### src/rtl/ff_arb_pkg.sv
// Shared types and constants for the shared-register
// round-robin arbiter.
package ff_arb_pkg;

  localparam int DEF_WIDTH = 8;
  localparam int DEF_NREQ  = 4;

  typedef enum logic [1:0] {
    ST_IDLE = 2'd0,
    ST_LOAD = 2'd1,
    ST_ACK  = 2'd2
  } state_t;

  function automatic int clog2(input int n);
    int r;
    r = 1;
    for (int i = 1; i < 31; i++) begin
      if ((1 << i) < n) r = i + 1;
    end
    return r;
  endfunction

endpackage

### src/rtl/ff_d_bank.sv
// WIDTH-bit D register with load enable and
// true/complement outputs.
module ff_d_bank
  import ff_arb_pkg::*;
#(
  parameter int WIDTH = DEF_WIDTH
) (
  input  logic             i_clk,
  input  logic             i_rst_n,
  input  logic             i_load,
  input  logic [WIDTH-1:0] i_d,
  output logic [WIDTH-1:0] o_q,
  output logic [WIDTH-1:0] o_notq
);

  logic [WIDTH-1:0] r_q;

  always_ff @(posedge i_clk or negedge i_rst_n) begin
    if (!i_rst_n) begin
      r_q <= '0;
    end else if (i_load) begin
      r_q <= i_d;
    end
  end

  assign o_q    = r_q;
  assign o_notq = ~r_q;

endmodule

### src/rtl/ff_bank_arbiter.sv
// Round-robin arbiter sequencing one write per grant
// into a shared D register bank.
module ff_bank_arbiter
  import ff_arb_pkg::*;
#(
  parameter int WIDTH = DEF_WIDTH,
  parameter int NREQ  = DEF_NREQ
) (
  input  logic                  clock,
  input  logic                  reset_n,
  input  logic [NREQ-1:0]       req,
  input  logic [NREQ*WIDTH-1:0] data_in,
  output logic [NREQ-1:0]       gnt,
  output logic [NREQ-1:0]       ack,
  output logic                  busy,
  output logic [WIDTH-1:0]      q,
  output logic [WIDTH-1:0]      notq
);

  localparam int PW = clog2(NREQ);
  localparam logic [PW:0] NR = (PW+1)'(NREQ);

  state_t r_state;
  state_t w_next;

  logic [PW-1:0]     r_ptr;
  logic [PW-1:0]     r_win;
  logic [PW-1:0]     w_win;
  logic [PW-1:0]     w_off;
  logic [PW-1:0]     w_ptr_nxt;
  logic [PW:0]       w_sum;
  logic [PW:0]       w_inc;
  logic [2*NREQ-1:0] w_dbl;
  logic [NREQ-1:0]   w_rot;
  logic [NREQ-1:0]   w_onehot;
  logic              w_any;
  logic              w_load;
  logic [WIDTH-1:0]  w_d;

  // rotate so ptr sits at bit 0, pick lowest, un-rotate
  assign w_dbl = {req, req} >> r_ptr;
  assign w_rot = w_dbl[NREQ-1:0];
  assign w_any = |req;

  always_comb begin
    w_off = '0;
    for (int k = NREQ - 1; k >= 0; k--) begin
      if (w_rot[k]) w_off = PW'(k);
    end
  end

  assign w_sum = {1'b0, r_ptr} + {1'b0, w_off};
  assign w_win = (w_sum >= NR) ? PW'(w_sum - NR)
                               : w_sum[PW-1:0];

  assign w_inc     = {1'b0, r_win} + (PW+1)'(1);
  assign w_ptr_nxt = (w_inc == NR) ? '0 : w_inc[PW-1:0];

  always_comb begin
    w_next = r_state;
    unique case (r_state)
      ST_IDLE: if (w_any) w_next = ST_LOAD;
      ST_LOAD: w_next = ST_ACK;
      ST_ACK:  w_next = ST_IDLE;
      default: w_next = ST_IDLE;
    endcase
  end

  always_ff @(posedge clock or negedge reset_n) begin
    if (!reset_n) begin
      r_state <= ST_IDLE;
      r_ptr   <= '0;
      r_win   <= '0;
    end else begin
      r_state <= w_next;
      if (r_state == ST_IDLE && w_any) r_win <= w_win;
      if (r_state == ST_ACK) r_ptr <= w_ptr_nxt;
    end
  end

  assign w_onehot = NREQ'(1) << r_win;
  assign w_load   = (r_state == ST_LOAD);
  assign gnt      = w_load ? w_onehot : '0;
  assign ack      = (r_state == ST_ACK) ? w_onehot : '0;
  assign busy     = (r_state != ST_IDLE);
  assign w_d      = data_in[int'(r_win)*WIDTH +: WIDTH];

  ff_d_bank #(
    .WIDTH(WIDTH)
  ) u_bank (
    .i_clk  (clock),
    .i_rst_n(reset_n),
    .i_load (w_load),
    .i_d    (w_d),
    .o_q    (q),
    .o_notq (notq)
  );

endmodule

### config.mk
export PLATFORM = sky130hd
export DESIGN_NAME = ff_bank_arbiter
export DESIGN_NICKNAME = d
export VERILOG_FILES = /design/src/rtl/ff_arb_pkg.sv /design/src/rtl/ff_d_bank.sv /design/src/rtl/ff_bank_arbiter.sv
export SDC_FILE = /design/constraint.sdc
export NUM_CORES = 1
export LEC_CHECK = 0
export CAP_MARGIN = 20
export CORE_UTILIZATION = 37
export DETAILED_ROUTE_END_ITERATION = 16
export PLACE_DENSITY = 0.8
export REMOVE_ABC_BUFFERS = 1
export SLEW_MARGIN = 20
export SYNTH_ARGS = -nofsm -noshare
export SYNTH_HDL_FRONTEND = slang
export SYNTH_SLANG_ARGS = --single-unit
### constraint.sdc
create_clock -name clock -period 2.7 [get_ports clock]
set_input_delay 0.675 -clock clock [delete_from_list [all_inputs] [get_ports clock]]
set_output_delay 0.675 -clock clock [all_outputs]
set_load 0.005 [all_outputs]
==> flow_metrics.env <==
export IMPL_worstPathArrival_ns=2.56
export IMPL_slowest_delay_ns=0.51
export IMPL_synth_seq_cells=14
export IMPL_highest_layer="met4"
export IMPL_final_period_utilization=0.876
export IMPL_grt_max_degree=18
export IMPL_cts_sinks=14
export IMPL_synth_area_leaders="dfrtp_1, mux4_2, ha_1"
export IMPL_crit_fanout=7
export IMPL_num_rows=18
export IMPL_start_kind="input pin"
export IMPL_htreeDepth=1
export IMPL_clock_path_buffers=2
export IMPL_start_util=0.402
export IMPL_synth_warnings=0
export IMPL_slowest_stage="clkdlybuf4s50_1"
export IMPL_antenna_found_initial=0
export IMPL_detail_route_antenna_nets=0
export IMPL_drv_slew=0
export IMPL_antenna_cells=0
export IMPL_max_cap_viol_count=0
export IMPL_cts_setup_buffers=0
export IMPL_core_region_area_mm2=0.00254
export IMPL_grt_usage=0.186
export IMPL_yosysSeqAreaShare=0.342
export IMPL_synth_top_area_frac=0.342
export IMPL_wl_per_cell_um=13.5
export IMPL_fmax_mhz=423
export IMPL_io_pin_count=63
export IMPL_drc_errors=0
export IMPL_tns_ns=0
export IMPL_syn_to_final_growth_pct=65.0
export IMPL_post_place_ws_ns=0.0710
export IMPL_post_synth_num_cell_types=31
export IMPL_die_y_um=54.6
export IMPL_overflow=0
export IMPL_cts_buffers=3
export IMPL_wl_met1_um=1050
export IMPL_hold_viol=0
export IMPL_synth_top_cell_by_area="dfrtp_1"
export IMPL_synthTopCellsByCount="dfrtp_1, nand2_1, o21ai_0, inv_1"
export IMPL_synth_area_mm2=0.00102
export IMPL_hold_buffers=0
export IMPL_layout_drive_gt1_share=0.128
export IMPL_ir_drop_v=0.000595
export IMPL_cts_resized=0
export IMPL_worst_slack_ns=0.334
export IMPL_synth_edf_count=0
export IMPL_rsz0062_at_grt="no"
export IMPL_async_flop_share=1.00
export IMPL_path_cells="clkdlybuf4s50_1, and2b_2, a21oi_1, o22ai_1, o21a_1, ha_1, xor2_1, a31o_1, a31oi_1"
export IMPL_fp_dieW_um=54.6
export IMPL_grt_pass1_vias=918
export IMPL_cp_end_kind="flip-flop"
export IMPL_critPathKind="input pin to flip-flop"
export IMPL_finClkSkew_ns=0.00746
export IMPL_hold_class="flip-flop to flip-flop"
export IMPL_nets=209
export IMPL_status="finished, final reports clean"
export IMPL_tightest_slew_ns=0.585
export IMPL_crit_family="compound AO/OA/AOI/OAI gates"
export IMPL_p_leak_nw=0.699
export IMPL_layout_min_cycle_time_ns=2.37
export IMPL_wl_met2_um=1230
export IMPL_clk_latency_ns=0.27
export IMPL_drtIter0Drc=13
export IMPL_portBuffers=62
export IMPL_viasPerCell=5.16
export IMPL_required_ns=2.89
export IMPL_tritoncts="built"
export IMPL_clkTransAtPathRegs_ns=0.08
export IMPL_syn_mean_instance_area_um2=10.1
export IMPL_max_slew_margin_rel=0.609
export IMPL_ys_flop_type="dfrtp_1"
export IMPL_power_density_mw_per_mm2=888
export IMPL_die_area_mm2=0.00298
export IMPL_vias=1001
export IMPL_route_met3_wl_um=332
export IMPL_crit_buf_inv=1
export IMPL_wirelength_um=2620
export IMPL_gp_congestion=0.772
export IMPL_firstDrtPassIters=4
export IMPL_synth_most_common_cell="dfrtp_1"
export IMPL_dp_hpwl_um=2210
export IMPL_finalSetupViolCount=0
export IMPL_cts_root_buffer="clkbuf_4"
export IMPL_synth_cells=101
export IMPL_grt_pass1_wl_um=3910
==> routing by layer <==
layer | vias up | global-route usage
met5 | - | 0
met4 | 0 | 0.0684
met3 | 2 | 0.0556
met2 | 54 | 0.321
met1 | 464 | 0.213
li1 | 481 | -
==> registers in the layout (all words and copies together) (netlist names) <==
name        count
u_bank.o_q      8
r_ptr           2
r_win           2
r_state         2
==> layout make-up <==
cell class                      instances  area, um^2
Clock buffer                            3        22.5
Timing Repair Buffer                   66         651
Fill cell                             198         856
Sequential cell                        14         350
Tap cell                               30        37.5
Inverter                               10        37.5
Multi-Input combinational cell         71         591
==> through the flow <==
stage / std cells / hold slack [ns] / area, um^2 / power (W) / util
6_report: 194 / 0.578 / 1690 / 0.00150 / 0.664
5_1_grt: 194 / 0.609 / 1690 / 0.00164 / 0.664
4_1_cts: 194 / 0.574 / 1690 / 0.00152 / 0.664
3_5_place_dp: 191 / 0.560 / 1670 / 0.00140 / 0.655
3_3_place_gp: 191 / 0.559 / 1670 / 0.00138 / 0.655
2_1_floorplan: 95 / 0.379 / 978 / 0.000883 / -
==> final timing paths <==
check                               from       endpoint  slack, ns  depth (start not counted)
setup / recovery                  req[3]       r_win[1]       0.33                          9
hold reg to reg            u_bank.o_q[3]  u_bank.o_q[3]       0.58                          2
min in group asynchronous        reset_n       r_win[1]       0.77                          1
hold / removal             u_bank.o_q[3]  u_bank.o_q[3]       0.58                          2
setup reg to reg                r_ptr[1]       r_win[1]       0.86                          8
max in group asynchronous        reset_n  u_bank.o_q[3]       1.54                          1
==> tightest hold or removal path: cells and delay by family (launching register included) <==
family / cells / cell delay (ns)
flops: 1 / 0.38
compound gates: 1 / 0.09
buf+inv: 1 / 0.06
==> placed cells by master, fill, tap and decap left out, types with 2 or more instances in the layout <==
cell type / n
and2_1: 8
clkbuf_4: 3
mux4_2: 8
o21ai_0: 11
nor2_1: 3
a21oi_1: 2
nand2_1: 11
clkdlybuf4s50_1: 62
inv_1: 10
buf_4: 4
and2b_2: 2
mux2_2: 2
ha_1: 5
nor2b_1: 4
dfrtp_1: 14
nor3b_1: 2
==> report_power, final <==
group | total, W | internal, W | switching (W)
logic | 0.000979 | 0.000593 | 0.000386
clock network | 0.000110 | 0.0000515 | 0.0000584
registers | 0.000412 | 0.000317 | 0.0000941
==> cell families (layout without fill, tap and decap cells) <==
logic type               count (synthesis)  after routing  synth area share
AO/OA/AOI/OAI                           18             18            0.0990
XOR/XNOR                                 1              1           0.00856
multiplexers                            11             11             0.208
AND/OR/NAND/NOR                         36             36             0.200
flip-flops                              14             14             0.342
buffers and inverters                   16             79            0.0807
adder cells (fa/ha/maj)                  5              5            0.0611
No activity file was read; power rests on OpenSTA's default activity.
